===== src/rtl/mem_port_arbiter.sv =====
// mem_port_arbiter: shares one clocked RAM command port between the CPU (C) and a
// peripheral master (P); CPU has priority, P is forced through after STARVE_LIMIT losses.
`default_nettype none

module mem_port_arbiter #(
    parameter int WIDTH         = 16,
    parameter int RAM_ADDR_BITS = 16,
    parameter int STARVE_LIMIT  = 4
) (
    input  logic                     clk,
    input  logic                     rst,
    input  logic                     c_req,
    input  logic                     c_we,
    input  logic [RAM_ADDR_BITS-1:0] c_adr,
    input  logic [WIDTH-1:0]         c_wdata,
    output logic                     c_gnt,
    output logic                     c_rvalid,
    output logic [WIDTH-1:0]         c_rdata,
    input  logic                     p_req,
    input  logic                     p_we,
    input  logic [RAM_ADDR_BITS-1:0] p_adr,
    input  logic [WIDTH-1:0]         p_wdata,
    output logic                     p_gnt,
    output logic                     p_rvalid,
    output logic [WIDTH-1:0]         p_rdata,
    output logic                     en,
    output logic                     memwrite,
    output logic                     memread,
    output logic [RAM_ADDR_BITS-1:0] adr,
    output logic [WIDTH-1:0]         writedata,
    input  logic [WIDTH-1:0]         memdata
);

    localparam logic [1:0] S_IDLE   = 2'd0;
    localparam logic [1:0] S_SERVE  = 2'd1;
    localparam logic [1:0] S_RDWAIT = 2'd2;

    localparam logic [3:0] STARVE_MAX = 4'(STARVE_LIMIT);

    logic [1:0]               state_q, state_d;
    logic                     own_q, own_d;       // 0 = C, 1 = P
    logic [3:0]               starve_q, starve_d;
    logic                     we_q, we_d;
    logic [RAM_ADDR_BITS-1:0] adr_q, adr_d;
    logic [WIDTH-1:0]         wdata_q, wdata_d;
    logic                     p_win;

    assign p_win = p_req & (~c_req | (starve_q == STARVE_MAX));

    always_comb begin
        state_d  = state_q;
        own_d    = own_q;
        starve_d = starve_q;
        we_d     = we_q;
        adr_d    = adr_q;
        wdata_d  = wdata_q;
        case (state_q)
            S_IDLE: begin
                if (!p_req) begin
                    starve_d = '0;
                end
                if (c_req || p_req) begin
                    state_d = S_SERVE;
                    own_d   = p_win;
                    if (p_win) begin
                        we_d     = p_we;
                        adr_d    = p_adr;
                        wdata_d  = p_wdata;
                        starve_d = '0;
                    end else begin
                        we_d    = c_we;
                        adr_d   = c_adr;
                        wdata_d = c_wdata;
                        // Count only losses that actually kept P waiting.
                        if (p_req && (starve_q != STARVE_MAX)) begin
                            starve_d = starve_q + 4'd1;
                        end
                    end
                end
            end
            S_SERVE: begin
                state_d = we_q ? S_IDLE : S_RDWAIT;
            end
            default: begin
                state_d = S_IDLE;
            end
        endcase
    end

    always_ff @(posedge clk or negedge rst) begin
        if (!rst) begin
            state_q  <= S_IDLE;
            own_q    <= 1'b0;
            starve_q <= '0;
            we_q     <= 1'b0;
            adr_q    <= '0;
            wdata_q  <= '0;
        end else begin
            state_q  <= state_d;
            own_q    <= own_d;
            starve_q <= starve_d;
            we_q     <= we_d;
            adr_q    <= adr_d;
            wdata_q  <= wdata_d;
        end
    end

    // All strobes decode purely from registers so the RAM sees no glitches.
    assign en        = (state_q == S_SERVE);
    assign memwrite  = en & we_q;
    assign memread   = en & ~we_q;
    assign adr       = adr_q;
    assign writedata = wdata_q;

    assign c_gnt     = en & ~own_q;
    assign p_gnt     = en & own_q;
    assign c_rvalid  = (state_q == S_RDWAIT) & ~own_q;
    assign p_rvalid  = (state_q == S_RDWAIT) & own_q;
    assign c_rdata   = memdata;
    assign p_rdata   = memdata;

endmodule

`default_nettype wire


===== config.mk =====
export PLATFORM = sky130hd
export DESIGN_NAME = mem_port_arbiter
export DESIGN_NICKNAME = d
export VERILOG_FILES = /design/src/rtl/mem_port_arbiter.sv
export SDC_FILE = /design/constraint.sdc
export NUM_CORES = 1
export LEC_CHECK = 0
export ABC_AREA = 1
export CORE_MARGIN = 3
export CORE_UTILIZATION = 38
export DETAILED_ROUTE_END_ITERATION = 6
export HOLD_SLACK_MARGIN = 0.02
export PLACE_DENSITY_LB_ADDON = 0.08
export SYNTH_ARGS = -nofsm -noshare
export SYNTH_HDL_FRONTEND = slang
export SYNTH_SLANG_ARGS = --single-unit

===== constraint.sdc =====
create_clock -name clk -period 3.4 [get_ports clk]
set_clock_uncertainty 0.1 [all_clocks]
set_input_delay 0.85 -clock clk [delete_from_list [all_inputs] [get_ports clk]]
set_output_delay 0.85 -clock clk [all_outputs]
set_load 0.01 [all_outputs]

After elaboration in Yosys (flattened, before gate mapping)
Cells that the tools add are included.
- add/subtract/negate cells: 1
- reduce and logical (&&, ||, !) cells: 4
- muxes and demuxes: 10
- bitwise gates (word level): 11
- eq/ne operators: 5
- operator list (cell ; number):
    16-bit 2-to-1 mux ; 2
    4-bit 2-to-1 mux ; 4
    1-bit AND ; 7
    4-bit by 1-bit adder with 4-bit output, second input constant ; 1
    4-bit by 3-bit equality test with 1-bit output, second input constant ; 1
    2-bit 2-to-1 mux ; 2
    4-bit by 3-bit inequality test with 1-bit output, second input constant ; 1
    2-bit case mux with 2 select lines ; 1
    1-bit inverter ; 3
    2-bit by 1-bit equality test with 1-bit output, second input constant ; 1
    2-bit equality test, second input constant ; 1
    2-bit logical NOT ; 1
    2-bit inequality test, second input constant ; 1
    2-bit AND reduction ; 1
    1-bit logical AND ; 1
    1-bit logical OR ; 1
    1-bit 2-to-1 mux ; 1
    1-bit OR ; 1
- logic and storage cells: 37
- register bits: 40
- input port bits: 86

Logic depth before layout (Yosys ltp)
Gate-level depths: netlist (run 1).
- word-level depth: 5
- gate-level depth with buffers: 8
- gate-level depth less buffers: 7

Worst setup path after synthesis (run 1)
No wires, ideal clock.
- path type: input to output
- start: input port memdata[0]
- end: output port c_rdata[0]
- required time: 2.450 ns
- stages on the path: 1
- arrival time: 0.969 ns
- slack: 1.481 ns
- cell sequence: buf_4
- RTL lines (element ; line ; source):
    start, declared ; 31 ; input logic [WIDTH-1:0] memdata
    end, declared ; 18 ; output logic [WIDTH-1:0] c_rdata,
No word-level cell between the ends.

Worst setup path in the final report (run 1)
- start: register state_q[0]
- end: output port p_gnt
- longest elaborated chain between the ends: 2
- RTL lines (element ; line ; source):
    start, declared ; 40 ; logic [1:0] state_q, state_d;
    start signal, assigned ; 99 ; state_q <= state_d;
    2-bit by 1-bit equality test with 1-bit output ; 109 ; assign en = (state_q == S_SERVE);
    1-bit AND ; 116 ; assign p_gnt = en & own_q;
    end, declared ; 23 ; output logic p_gnt,
Every way passes these cells.

==> results.md, run 1 <==
* Status: finished clean
* IO Count at 157
* Crit path DAT at 1670 ps
* Worst path required time at 2450 ps
* Initial antenna violation count at 0
* Termination of the worst setup path: p_gnt
* Place WS at 903.9 ps
* Sink Count at 40
* H-Tree Depth at 2
* Number of global-route vias before repair at 2180
* Critical path's slowest cell: clkdlybuf4s50_1
* Main synth FF type: dfrtp_1
* Leading area contributor after synthesis: dfrtp_1
* Sum Neg Setup Slack at 0 ps
* Number of synthesized flops with an enable pin at 0
* Reg-to-Reg Start: starve_q[0]
* Final worst slack at 777.8 ps
* Via Count at 2165
* # port buffers at 108
* Synthesized instance count at 271
* Worst Path Class, Setup: flop to output pin
* CTS max path bufs at 2
* Layout cells sized above 1 at 5.015%
* Global-route wire length before repair at 11520 um
* DR iter-0 viols at 96
* Sw Ratio at 40.07%
* Worst-path cell chain: inv_1 -> nor2_1 -> inv_1 -> nor2_1 -> clkdlybuf4s50_1
* Top cells by count, synth: nand3_1, nand2_1, dfrtp_1
* Part of the power in registers at 33.1%
* Std cell rows at 27
* Postcts setup bufs at 0
* Delay-heaviest family, CP: buffers and inverters
* Final Cycle Share at 77.12%
* Hold-fix buffers, CTS at 0
* Inserted Diodes at 0
* Core Region at 5608 sq um
* CP bufs+invs at 3
* Hold Violations, Final at 0
* Reg clk slew, reported paths at 70 ps
* HP Class: flop to flop
* Worst r2r path cells at 7
* Vias per cell at 5.268
* Pin count of the biggest net entering global routing at 41
* Clock network power share at 12.6%
* Slew HR at 40.81%
* Worst setup path startpoint: state_q[0]
* Root buffer cell: clkbuf_8
* Non-filler cells, final at 411
* Top-count cell post-synth: nand3_1
* Slowest Stage Delay on Critical Path at 550 ps
* Startpoint class of the critical path: flop
* Num CTS Buffers at 5
* Routed WL at 6842 um
* GPL Wtd Cong at 0.7144
* Cell Area, Synth at 2248 sq um
* Max-cap violations at 0
* Ys Warns at 0
* Hold Crit Depth at 2
* Tot Pwr at 2578 uW
* Crit Path Max Fanout at 5
* Clock period minus worst slack at 2622 ps
* Gate power share at 54.3%
* Reg2Reg Setup Slack at 1580 ps
* Synth unique cells at 20
* Unrepaired setup endpoints after global routing: false
* Resized cells post-CTS at 0
* Area growth syn-to-layout at 41.96%
* Worst-Skew Late Latency at 280 ps
* Lkg Pwr at 0.001366 uW
* Synth area leaders: dfrtp_1, nand3_1, buf_4
* Final HPWL DP at 4425 um
* Initial Utilization at 40.09%
* Max frequency at 0.3814 GHz
* Pwr/cell area at 807.8 nW/um^2
* Crit path depth at 5
* Fin nets at 426
* Top cell type's share of synthesized area at 44.52%
* Async SR Flop Fraction at 100.0%
* Die Span X at 82.92 um
* Sequential cell area fraction in the yosys report at 44.52%
* Maximum vdd drop at 0.5905 mV
* Area after DPL at 3102 sq um
* WL/cell at 16.65 um
* CTS tree: done
* Number of remaining DRC errors at 0
* Die height at 82.92 um
* Pint at 1545 uW
* Die ar. at 6876 sq um
* Pre-Repair DR Iteration Count at 4
* Max Slew Vio Count at 0
* Final ANT Viol Nets at 0
* Setup-failing EPs final at 0
* Syn_area_per_cell at 8.297 sq um
* Total GRT Usage at 20.25%
* Syn nets at 359
* Placed Instances at 403
* P_sw at 1033 uW
* Crit path capture type: output pin
* Final Instance Area at 3192 sq um
* Worst-margin pin slew at 887.9 ps
* Post-synthesis register bit count at 40
* R2R Path End: writedata[4]
* Gr ovfl total at 0
[registers in the layout (all words and copies together) (netlist names)]
name       flops
adr           16
own_q          1
starve_q       4
state_q        2
we_q           1
writedata     16
[logic make-up (layout without fill, tap and decap cells)]
| logic type | after synthesis | count (layout) | synth area share, % |
|---|---|---|---|
| and+or+nand+nor | 158 | 158 | 34.67 |
| buffers and inverters | 64 | 132 | 17.47 |
| DFF | 40 | 40 | 44.52 |
| AOI/OAI and AO/OA | 6 | 6 | 1.836 |
| adders and majority gates | 2 | 2 | 1.113 |
| xor gates and xnor gates | 1 | 1 | 0.3896 |
[layer usage]
metal	vias up	GRT usage, %	part of all wire [%]
met1	1022	28.59	44
met3	15	4.960	7.1
met5	-	0	0
met2	94	31.12	48
met4	0	5.201	1.1
li1	1034	-	-
[worst min-delay path by stage]
stage	endpoint	from	slack, ps
final	writedata[7]	writedata[7]	400
after CTS	writedata[7]	writedata[7]	400
after detailed placement	adr[7]	adr[7]	380
after global placement	writedata[14]	writedata[14]	380
after global routing	writedata[5]	writedata[5]	420
after floorplan	state_q[1]	we_q	350
[placed cells by master, fill, tap and decap left out, types with 4 or more instances in the layout]
cell type / instances
o21ai_0: 4
clkbuf_8: 6
clkdlybuf4s50_1: 107
inv_1: 11
nand2_1: 41
nand4_1: 34
dfrtp_1: 40
nor2_1: 9
nand3_1: 68
buf_4: 4
[tightest hold or removal path: stages, from the launching register on]
cell     delay [ps]
dfrtp_1         350
nand2_1          60
nand3_1          70
[power groups by stage]
stage          clock network, uW  registers, uW  logic [uW]
2_1_floorplan                  0            925         686
3_3_place_gp                   0            859        1390
3_5_place_dp                   0            856        1420
4_1_cts                      334            854        1420
5_1_grt                      354            882        1550
6_report                     325            853        1400
[per-stage QoR]
stage	hold slack [ps]	utilization [%]
after floorplan	348.3	-
after global placement	378.6	55.31
after detailed placement	380.3	55.31
after CTS	404.1	56.92
after global routing	422.2	56.92
final	399.3	56.92
[cell type report]
type	instances	area (sq um)
multi-input cells	167	859.6
fillers	553	2416
flip-flops and latches	40	1001
clock buffers	8	90.09
well taps	72	90.09
inverters	12	45.04
repair buffers	112	1106
Power figures use the tool's default switching activity.
==> run 2, diff against run 1 <==
Settings changed: CORE_UTILIZATION 38 to 35.
Clock period 3.4 ns to 2.6 ns, I/O delays scaled along.
==> results.md, run 2 (synthesized netlist as in run 1, its figures left out) <==
* Status: finished clean
* Lkg Pwr at 0.001389 uW
* Setup-failing EPs final at 0
* Core Region at 6061 sq um
* Die Span X at 86.15 um
* Pre-Repair DR Iteration Count at 5
* WL/cell at 16.47 um
* Worst r2r path cells at 8
* Inserted Diodes at 0
* Worst-path cell chain: inv_1 -> nor2_1 -> inv_1 -> nor2_1 -> clkdlybuf4s50_1
* Final Cycle Share at 90.41%
* Crit Path Max Fanout at 5
* Hold-fix buffers, CTS at 0
* Std cell rows at 28
* Fin nets at 430
* Gr ovfl total at 0
* Resized cells post-CTS at 0
* Worst Path Class, Setup: flop to output pin
* Slew HR at 57.46%
* HP Class: input pin to async pin
* Initial Utilization at 37.10%
* Most frequent cells in the layout: clkdlybuf4s50_1, nand3_1, nand2_1, dfrtp_1, nand4_1
* Critical path's slowest cell: clkdlybuf4s50_1
* Number of global-route vias before repair at 2151
* Max frequency at 0.4254 GHz
* Crit path capture type: output pin
* Pin count of the biggest net entering global routing at 38
* Worst-margin pin slew at 637.2 ps
* Placed Instances at 410
* Layout cells sized above 1 at 6.122%
* Root buffer cell: clkbuf_8
* Maximum vdd drop at 0.5873 mV
* CTS tree: done
* Global-route wire length before repair at 10900 um
* R2R Path End: adr[9]
* Vias per cell at 5.239
* Reg clk slew, reported paths at 80 ps
* Die ar. at 7422 sq um
* Crit path DAT at 1600 ps
* Area after DPL at 3143 sq um
* Number of remaining DRC errors at 0
* Worst setup path startpoint: state_q[0]
* Place WS at 338.3 ps
* Worst-Skew Late Latency at 290 ps
* Final HPWL DP at 4542 um
* Clock period minus worst slack at 2351 ps
* Termination of the worst setup path: c_gnt
* # port buffers at 108
* DR iter-0 viols at 129
* IO Count at 157
* Unrepaired setup endpoints after global routing: false
* Max Slew Vio Count at 0
* Reg-to-Reg Start: starve_q[1]
* Final ANT Viol Nets at 0
* Max-cap violations at 0
* Delay-heaviest family, CP: buffers and inverters
* Total GRT Usage at 18.62%
* Sink Count at 40
* CP bufs+invs at 3
* Non-filler cells, final at 418
* Startpoint class of the critical path: flop
* Num CTS Buffers at 5
* Postcts setup bufs at 0
* H-Tree Depth at 2
* Die height at 86.15 um
* Most common cell after layout, fill and taps aside: clkdlybuf4s50_1
* GPL Wtd Cong at 0.7345
* Routed WL at 6884 um
* Via Count at 2190
* Final worst slack at 249.3 ps
* Initial antenna violation count at 0
* Area growth syn-to-layout at 43.80%
* Pwr/cell area at 1041 nW/um^2
* CTS max path bufs at 2
* Sum Neg Setup Slack at 0 ps
* Worst path required time at 1850 ps
* Final Instance Area at 3233 sq um
* Hold Violations, Final at 0
* Slowest Stage Delay on Critical Path at 540 ps
* Crit path depth at 5
* Reg2Reg Setup Slack at 910 ps
-- run 2: cell count changes in the layout (fill, tap and decap cells not counted) --
cell	change
buf_4	+3
buf_12	+1
nor2_2	+1
nor2_4	-1
-- run 2: area by class of cell --
type	count	area, sq um
Clock buffer	8	90.09
Fill cell	586	2828
Inverter	12	45.04
Multi-Input combinational cell	167	854.6
Sequential cell	40	1001
Tap cell	75	93.84
Timing Repair Buffer	116	1149
-- run 2: worst min-delay path by stage --
stage | start | to | cells after the start
detailed placement | we_q | state_q[1] | 1
floorplan | rst | adr[0] | 0
CTS | rst | writedata[12] | 1
global placement | writedata[1] | writedata[1] | 2
global route | rst | starve_q[0] | 1
finish | rst | adr[1] | 1
-- run 2: worst register-to-register path: stages, from the launching register on --
cell and delay (ps):
dfrtp_1 430, inv_1 70, ha_1 150, nand3_2 130, nand2_2 100, nand2_2 190
buf_12 240, nand3_1 90, nand3_1 70
-- run 2: metrics by stage --
stage	hold WS, ps	utilization (%)	total power, uW
floorplan	254.4	-	2107
global placement	377.4	51.86	2943
detailed placement	376.3	51.86	2958
CTS	240.6	53.34	3410
global route	262.2	53.34	3627
finish	232.2	53.34	3367
-- run 2: where the power goes --
group | switching (uW) | internal (uW) | total (uW)
sequential | 185 | 919 | 1100
combinational | 943 | 888 | 1830
clock | 216 | 217 | 432
total | 1340 | 2020 | 3370
-- run 2: layer usage --
metal	share of wire (%)	vias up	track usage [%]	routed length (um)
met5	0	-	0	0
met3	9.6	2	6.436	660
li1	-	1044	-	-
met1	43	1049	23.81	2981
met4	0.42	0	5.755	29
met2	47	95	29.57	3213
